[config.mk]
export PLATFORM = sky130hd
export DESIGN_NAME = serial_add_sub
export DESIGN_NICKNAME = d
export VERILOG_FILES = /design/src/rtl/serial_add_sub.sv
export SDC_FILE = /design/constraint.sdc
export NUM_CORES = 1
export LEC_CHECK = 0
export CAP_MARGIN = 10
export CORE_ASPECT_RATIO = 0.75
export CORE_MARGIN = 2
export CORE_UTILIZATION = 52
export CTS_BUF_LIST = sky130_fd_sc_hd__clkbuf_16
export DETAILED_ROUTE_END_ITERATION = 10
export PLACE_DENSITY = 0.78
export SLEW_MARGIN = 25
export SYNTH_ARGS = -nofsm -noshare
export SYNTH_HDL_FRONTEND = slang
export SYNTH_SLANG_ARGS = --single-unit
[constraint.sdc]
create_clock -name clk -period 2.77 [get_ports clk]
set_clock_uncertainty 0.2 [all_clocks]
set_input_delay 0.4155 -clock clk [delete_from_list [all_inputs] [get_ports clk]]
set_output_delay 0.4155 -clock clk [all_outputs]
set_load 0.05 [all_outputs]
[src/rtl/serial_add_sub.sv]
// Multi-cycle adder/subtractor: BITS_PER_CYCLE bits per clock, LSB first,
// with the carry held in a flip-flop between slices.
module serial_add_sub #(
   parameter int unsigned WIDTH          = 8,
   parameter int unsigned BITS_PER_CYCLE = 1
) (
   input  logic             clk,
   input  logic             rst,
   input  logic             start,
   input  logic [WIDTH-1:0] a,
   input  logic [WIDTH-1:0] b,
   input  logic             c_in,
   input  logic             sub,
   output logic             busy,
   output logic             done,
   output logic [WIDTH-1:0] sum,
   output logic             c_out,
   output logic             overflow
);

   localparam int unsigned BPC   = BITS_PER_CYCLE;
   localparam int unsigned STEPS = WIDTH / BPC;
   localparam int unsigned CW    = (STEPS > 1) ? $clog2(STEPS) : 1;
   localparam int unsigned IW    = $clog2(WIDTH);

   if (WIDTH < 2 || BPC == 0 || (WIDTH % BPC) != 0) begin : g_param_check
      $error("serial_add_sub: WIDTH must be >= 2 and a multiple of BITS_PER_CYCLE");
   end

   typedef enum logic [1:0] {
      S_IDLE,
      S_RUN,
      S_DONE
   } state_t;

   state_t           state, state_nxt;
   logic [WIDTH-1:0] opa, opb, acc, acc_nxt;
   logic             carry;
   logic [CW-1:0]    cnt;
   logic [BPC:0]     chain;
   logic [IW-1:0]    idx;
   logic             accept, last;

   assign accept = start && (state == S_IDLE || state == S_DONE);
   assign last   = (cnt == CW'(STEPS - 1));

   // One slice of the ripple chain; acc collects result bits so the visible
   // sum only changes when a full result is ready.
   always_comb begin
      chain    = '0;
      acc_nxt  = acc;
      idx      = '0;
      chain[0] = carry;
      for (int unsigned i = 0; i < BPC; i++) begin
         idx          = IW'(cnt * BPC + i);
         acc_nxt[idx] = opa[idx] ^ opb[idx] ^ chain[i];
         chain[i+1]   = (opa[idx] & opb[idx]) | ((opa[idx] ^ opb[idx]) & chain[i]);
      end
   end

   always_comb begin
      state_nxt = state;
      case (state)
         S_IDLE:  if (start) state_nxt = S_RUN;
         S_RUN:   if (last) state_nxt = S_DONE;
         S_DONE:  state_nxt = start ? S_RUN : S_IDLE;
         default: state_nxt = S_IDLE;
      endcase
   end

   always_ff @(posedge clk) begin
      if (rst) state <= S_IDLE;
      else     state <= state_nxt;
   end

   always_ff @(posedge clk) begin
      if (rst) begin
         opa      <= '0;
         opb      <= '0;
         acc      <= '0;
         carry    <= 1'b0;
         cnt      <= '0;
         busy     <= 1'b0;
         done     <= 1'b0;
         sum      <= '0;
         c_out    <= 1'b0;
         overflow <= 1'b0;
      end else begin
         done <= 1'b0;
         if (accept) begin
            // Subtraction runs as A + ~B + !bin through the same adder chain.
            opa   <= a;
            opb   <= sub ? ~b : b;
            carry <= c_in ^ sub;
            cnt   <= '0;
            busy  <= 1'b1;
         end else if (state == S_RUN) begin
            acc   <= acc_nxt;
            carry <= chain[BPC];
            cnt   <= cnt + CW'(1);
            if (last) begin
               sum      <= acc_nxt;
               c_out    <= chain[BPC];
               overflow <= chain[BPC] ^ chain[BPC-1];
               busy     <= 1'b0;
               done     <= 1'b1;
            end
         end
      end
   end

endmodule

# After elaboration in Yosys (flattened, before gate mapping)
# Index checks and enable logic that the tools add are counted.
totals:
  input_bits: 21
  regBits: 42
op_classes:
  add_sub_neg: 1
  n_mux: 18
  reduce_logical: 12
  n_bitwise: 10
  n_eq_ne: 5
  magnitude_cmp: 2
ops:
  columns: ["operator", "n"]
  rows:
  - ["two-way mux 1 bit", 10]
  - ["bitwise mux 8 bit", 1]
  - ["two-way mux 8 bit", 1]
  - ["inverter 8 bit", 1]
  - ["binary-select mux 1 bit (select 3 bit)", 2]
  - ["case mux 2 bit (3 select lines)", 1]
  - ["AND reduction 2 bit", 3]
  - ["< comparator 3 x 4 -> 1 bit, second input constant", 1]
  - ["two-way mux 2 bit", 2]
  - ["!= test 2 bit, second input constant", 2]
  - ["nonzero test 2 bit", 2]
  - ["XOR 1 bit", 4]
  - ["adder 3 x 1 -> 3 bit, second input constant", 1]
  - ["demux 1 bit (select 3 bit)", 1]
  - ["equality test 3 bit, second input constant", 1]
  - ["greater-or-equal comparator 3 x 1 -> 1 bit, second input constant", 1]
  - ["AND reduction 3 bit", 1]
  - ["OR reduction 3 bit", 1]
  - ["AND 1 bit", 2]
  - ["equality test 2 x 1 -> 1 bit, second input constant", 1]
  - ["equality test 2 bit, second input constant", 1]
  - ["logical AND 1 bit", 2]
  - ["logical NOT 2 bit", 1]
  - ["inverter 1 bit", 2]
  - ["other kinds (3)", 3]

# Depth between registers and ports, before layout
# Gate-level depths: netlist of run 1.
logic_depth:
  depth_word: 7
  depth_mapped: 9

# Least setup slack after synthesis of run 1
# No wires, ideal clock.
synth_timing:
  path_type: "register -> register"
  start: "reg cnt[2]"
  end: "reg sum[6]"
  setup_ns: 0.072
  stages_incl_launch_ff: 9
  slack_ns: 0.232
  required_ns: 2.498
  arrival_time_ns: 2.267
  cell_sequence: "dfxtp_1 -> buf_6 -> mux2_4 -> a222oi_1 -> o21ai_1 -> fa_1 -> clkbuf_1 -> mux2i_1 -> o2bb2ai_1"
synth_between:
  elab_chain_cells: 5
  word_cells_on_any_way: 14
  classes_between: "order compare: 2; eq/ne: 1; mux: 7; bitwise: 2; reduce/logical: 2"
synth_lines:
  columns: ["item", "line", "text"]
  rows:
  - ["start: declaration", "39", "logic [CW-1:0] cnt;"]
  - ["start signal: assignment", "100", "cnt <= cnt + CW'(1);"]
  - ["< comparator 3 x 4 -> 1 bit (implied by the code), or another cell as far along", "56", "acc_nxt[idx] = opa[idx] ^ opb[idx] ^ chain[i];"]
  - ["logical AND 1 bit (implied by the code) / two-way mux 1 bit (equally long branches)", "56", null]
  - ["two-way mux 1 bit (implied by the code) / XOR 1 bit (equally long branches)", "56", null]
  - ["demux 1 bit (select 3 bit) / XOR 1 bit (equally long branches)", "56", null]
  - ["bitwise mux 8 bit", "56", null]
  - ["end signal: assignment", "102", "sum <= acc_nxt;"]
  - ["end: declaration", "16", "output logic [WIDTH-1:0] sum,"]
# Several ways; a longest one is shown, not always the timed one. The select of a mux whose other input is x is not followed.
# A chain may end at the register's enable or synchronous reset.

# Final worst setup path of run 1
layout_timing:
  start: "reg cnt[2]"
  end: "reg sum[5]"
# Same word-level chain as after synthesis.

==> results.cfg, run 1 <==
[finish]
ff_latch_area_um2 = 840.8
syn2layout_area_growth_pct = 23.56
fin_area_um2 = 2461
multi_input_comb_area_um2 = 1046
final_nets = 261
fillers = 334
num_antenna_cells = 0
drive_gt1_frac = 0.1059

[power]
p_clk_frac = 0.387
power_density_nw_per_um2 = 554.2
switchingPower_uw = 323.0
irDropWorstVdd_mv = 0.3964
p_sw_frac = 0.2368
leakagePower_nw = 0.9243
power.share.sequential = 0.474
p_int_mw = 1.041
power_frac_comb = 0.139
total_power_mw = 1.364

[floorplanning]
die_h_um = 57.60
initial_core_util = 0.5441
coreArea_um2 = 3661
rows = 19
die_x_um = 75.47
dieArea_um2 = 4347
io_pins = 33

[placement]
io_buffers = 32
dp_hpwl_mm = 2.726
place_congestion = 0.8459
detailed_place.area_um2 = 2332

[timing]
rsz0062_at_grt = false
final-hold-violation-count = 0
fin_crit_sh = 0.8829
final-setup-viol-count = 0
tns_ns = 0
max_freq_mhz = 408.9
final-max-slew-violation-count = 0
period_needed_ns = 2.446
worstMarginPinSlew_ns = 0.5008
maxSlewHeadroom = 0.6651

[logic_synthesis]
syn_inst = 209
synth_seq_cells = 42
synthArstFlopShare = 0
yosysMostFrequentCell = dfxtp_1
yosys_warnings = 0
synth_edf_count = 0
yosys-top-cells-count = dfxtp_1 (42), a21oi_1 (21), nand2_1 (17), nor2_1 (14), buf_2 (12)
syn_nets = 233
synth.distinct_cells = 40
syn_area_um2 = 1992
synth_area_per_cell_um2 = 9.531
ys.flop_type = dfxtp_1
synth_area_leaders = dfxtp_1 (42%), a21oi_1 (5.3%), mux2i_1 (4.5%)
synth_top_area_cell = dfxtp_1
yosysSeqAreaShare = 0.4221
synth_top_area_share = 0.4221

[worst_hold_path]
hold_class = reg2reg

[grt]
grt_overflow = 0
grt_pass1_vias = 1459
antenna_found_initial = 0
grt_max_degree = 26
grt_use_total = 0.2103
grt_pass1_wl_mm = 6.775

[clock_tree]
cts_inserted_buffers = 5
cts_tree = yes
clock_latency_ns = 0.28
clockBufferDepth = 2
cts_root_buf = clkbuf_16
worst_setup_hold_path_clk_slew_ns = 0.06
cts_hold_buf = 0
cts_setup_buffers = 0
cts_resized = 0
cts.sinks = 42
ctsHtreeMaxLevel = 2

[detailed_routing]
vias = 1576
drc_errors = 0
via_per_inst = 5.472
routed_wl_mm = 3.984
drtAntennaViolNets = 0
first_iter_violations = 118
dr.pass1.iters = 5
route.detailed.wl_per_inst_um = 13.83

[critical_path]
path_class = reg2reg
cp.required_ns = 2.78
end_kind = flop
critPathLaunchType = flop
critPathMaxFanout = 16
cp.arrival_ns = 2.45

[run_status]
status = finished, final reports clean

[flow_run]
cap_violations = 0
==> routing by layer <==
metal | share of wire | GRT usage | routed length (um) | up-vias
met3 | 0.047 | 0.07774 | 187 | 2
met2 | 0.45 | 0.2981 | 1790 | 39
met5 | 0 | 0 | 0 | -
li1 | - | - | - | 799
met1 | 0.50 | 0.3004 | 1977 | 736
met4 | 0.0068 | 0.06015 | 27 | 0
==> metrics by stage <==
| step | cells | hold WS [ns] | util | setup slack (ns) |
|---|---|---|---|---|
| after floorplan | 209 | 0.2329 | - | 0.2317 |
| after global placement | 282 | 0.2433 | 0.6370 | 0.3690 |
| after detailed placement | 282 | 0.2452 | 0.6370 | 0.3118 |
| final | 288 | 0.2536 | 0.6722 | 0.3243 |
| after global routing | 288 | 0.2704 | 0.6722 | 0.1647 |
| after CTS | 288 | 0.2551 | 0.6722 | 0.3065 |
==> state kept, by name, summed over array words and instances (netlist names), 2 cells and up <==
| name | flops |
|---|---|
| acc | 8 |
| opb | 8 |
| cnt | 3 |
| state | 2 |
| sum | 8 |
| opa | 8 |
==> layout make-up <==
type,instances,area share
Clock buffer,5,0.05084
Clock inverter,1,0.001525
Inverter,2,0.003050
Multi-Input combinational cell,147,0.4250
Sequential cell,42,0.3416
Tap cell,52,0.02644
Timing Repair Buffer,39,0.1515
==> power groups by stage <==
stage / clock [mW] / combinational [mW] / sequential, mW
5_1_grt: 0.568 / 0.210 / 0.650
3_5_place_dp: 0 / 0.189 / 0.660
6_report: 0.528 / 0.189 / 0.647
4_1_cts: 0.535 / 0.190 / 0.647
3_3_place_gp: 0 / 0.184 / 0.659
2_1_floorplan: 0 / 0.130 / 0.657
==> path summary, 6_finish.rpt <==
kind	from	endpoint	slack (ns)	depth (start not counted)
setup / recovery	cnt[2]	sum[5]	0.32	7
hold reg to reg	opa[2]	opa[2]	0.25	2
hold / removal	opa[2]	opa[2]	0.25	2
setup reg to reg	cnt[2]	sum[5]	0.32	7
==> cells by family (layout without fill, tap and decap cells) <==
family | count (synthesis) | after routing | synth area share
AOI/OAI and AO/OA | 52 | 52 | 0.1683
xor gates and xnor gates | 11 | 11 | 0.04837
adders and majority gates | 3 | 3 | 0.02261
buffers and inverters | 20 | 47 | 0.05276
DFF | 42 | 42 | 0.4221
muxes | 17 | 17 | 0.1055
and+or+nand+nor | 64 | 64 | 0.1803
==> layout by cell type (no fill, tap or decap), types with 6 or more instances in the layout <==
| master | netlist | layout |
|---|---|---|
| nand2_1 | 17 | 17 |
| buf_4 | 2 | 7 |
| o2bb2ai_1 | 8 | 8 |
| o21ai_0 | 6 | 6 |
| mux2i_1 | 9 | 9 |
| nor2_1 | 14 | 14 |
| clkdlybuf4s50_1 | 0 | 32 |
| nand3_1 | 9 | 9 |
| xnor2_1 | 9 | 9 |
| a211oi_1 | 9 | 9 |
| a21oi_1 | 21 | 21 |
| dfxtp_1 | 42 | 42 |
==> worst max-delay path: stages (launching register included) <==
cell and delay, ns:
dfxtp_1 0.46, mux2_2 0.38, a222oi_1 0.26, o21ai_1 0.13, fa_1 0.51, buf_4 0.19
mux2i_1 0.10, o2bb2ai_1 0.14
(Power assumes the default switching activity.)
==> run 2, diff against run 1 <==
--- a/config.mk
+++ b/config.mk
@@ -9,8 +9,8 @@
 export CORE_ASPECT_RATIO = 0.75
 export CORE_MARGIN = 2
 export CORE_UTILIZATION = 52
-export CTS_BUF_LIST = sky130_fd_sc_hd__clkbuf_16
 export DETAILED_ROUTE_END_ITERATION = 10
+export GPL_TIMING_DRIVEN = 0
 export PLACE_DENSITY = 0.78
 export SLEW_MARGIN = 25
 export SYNTH_ARGS = -nofsm -noshare
==> run 2 against run 1 <==
Clock-buffer cell count grew 2. Core utilization is 0.51 points higher. Sequential share of layout area fell by 0.26 points. Final area up 0.76%. Critical path depth is the same. Die area unchanged. Global-route usage grew 0.28 points. Worst setup slack worse by 0.065 ns. Clock power down 23%. Non-clock buffer count is 10 higher.
==> results.cfg, run 2 (synthesis results as in run 1) <==
[worst_hold_path]
hold_class = reg2reg
hold_depth = 2

[critical_path]
path_class = reg2reg
end_kind = flop
r2r_cells = 7
critPathLaunchType = flop
critPathMaxFanout = 16
cp.arrival_ns = 2.53
cp.required_ns = 2.79

[grt]
antenna_found_initial = 0
grt_pass1_vias = 1543
grt_overflow = 0
grt_max_degree = 13
grt_pass1_wl_mm = 6.969
grt_use_total = 0.2131

[finish]
num_antenna_cells = 0
multi_input_comb_area_um2 = 1049
fin_area_um2 = 2480
fillers = 333
final_nets = 271
most-common-layout-cells = dfxtp_1 (42), clkdlybuf4s50_1 (31), a21oi_1 (21), nand2_1 (17), nor2_1 (14)
syn2layout_area_growth_pct = 24.50
ff_latch_area_um2 = 840.8
drive_gt1_frac = 0.1492
final_common_cell = dfxtp_1

[clock_tree]
cts.sinks = 42
cts_inserted_buffers = 5
clockBufferDepth = 2
clock_latency_ns = 0.29
cts_hold_buf = 0
cts_tree = yes
ctsHtreeMaxLevel = 2
worst_setup_hold_path_clk_slew_ns = 0.08
cts_root_buf = clkbuf_8

[detailed_routing]
routed_wl_mm = 4.056
first_iter_violations = 123
drtAntennaViolNets = 0
drc_errors = 0
vias = 1624
dr.pass1.iters = 4
via_per_inst = 5.413
route.detailed.wl_per_inst_um = 13.52

[timing]
max_freq_mhz = 398.3
period_needed_ns = 2.511
final-hold-violation-count = 0
maxSlewHeadroom = 0.6696
whs_ns = 0.2559
fin_crit_sh = 0.9063
rsz0062_at_grt = false
fin_ws_ns = 0.2595
final-max-slew-violation-count = 0
worstMarginPinSlew_ns = 0.4940
final-setup-viol-count = 0

[power]
total_power_mw = 1.262
irDropWorstVdd_mv = 0.3392
power_density_nw_per_um2 = 509.1
leakagePower_nw = 0.9512

[placement]
place_ws_ns = -0.1069
io_buffers = 31
dp_hpwl_mm = 2.930
detailed_place.area_um2 = 2367
place_congestion = 0.9596

[floorplanning]
die_x_um = 75.47
io_pins = 33
die_h_um = 57.60
initial_core_util = 0.5441
dieArea_um2 = 4347
rows = 19
coreArea_um2 = 3661

[run_status]
status = finished, final reports clean

[flow_run]
cap_violations = 0
[run 2: metrics by stage]
stage / util / setup TNS [ns] / instances
floorplan: - / 0 / 209
detailed placement: 0.6466 / -0.8082 / 292
finish: 0.6774 / 0 / 300
global route: 0.6774 / 0 / 300
CTS: 0.6726 / 0 / 300
global placement: 0.6466 / -0.5995 / 292
[run 2: repair_timing]
| item | 4_1_cts | 5_1_grt |
|---|---|---|
| pin swaps | 0 | 1 |
| setup buffers | 0 | 1 |
| endpoints found under the setup margin | 10 | 10 |
| resized for setup | 2 | 1 |
[run 2: area by class of cell]
class / instances / share of cell area
buffer: 17 / 0.03885
clock buffer: 7 / 0.03481
clock inverter: 1 / 0.002018
inverter: 2 / 0.003027
multi-input combinational: 147 / 0.4228
sequential: 42 / 0.3391
tap: 52 / 0.02624
timing repair buffer: 32 / 0.1332
[run 2: worst paths after layout]
path / slack (ns) / startpoint / end
setup / recovery: 0.26 / cnt[1] / acc[5]
hold / removal: 0.26 / opa[0] / opa[0]
setup reg to reg: 0.26 / cnt[1] / acc[5]
hold reg to reg: 0.26 / opa[0] / opa[0]
[run 2: where the power goes]
| part | total (mW) | internal, mW | switching [mW] |
|---|---|---|---|
| combinational | 0.213 | 0.108 | 0.105 |
| clock | 0.407 | 0.201 | 0.206 |
| sequential | 0.643 | 0.628 | 0.0146 |
| total | 1.26 | 0.937 | 0.325 |
[run 2: worst max-delay path, cell delays in order (launching register included)]
cell and delay [ns]:
dfxtp_1 0.44, clkbuf_4 0.26, mux4_2 0.31, mux2_2 0.29
fa_2 0.56, buf_12 0.14, nand3_1 0.09, a21oi_1 0.14
[run 2: layer usage]
metal | vias to the layer above | routed length [um] | global-route usage
li1 | 818 | - | -
met1 | 758 | 2035 | 0.3001
met2 | 38 | 1777 | 0.3143
met3 | 10 | 173 | 0.05477
met4 | 0 | 69 | 0.08020
met5 | - | 0 | 0
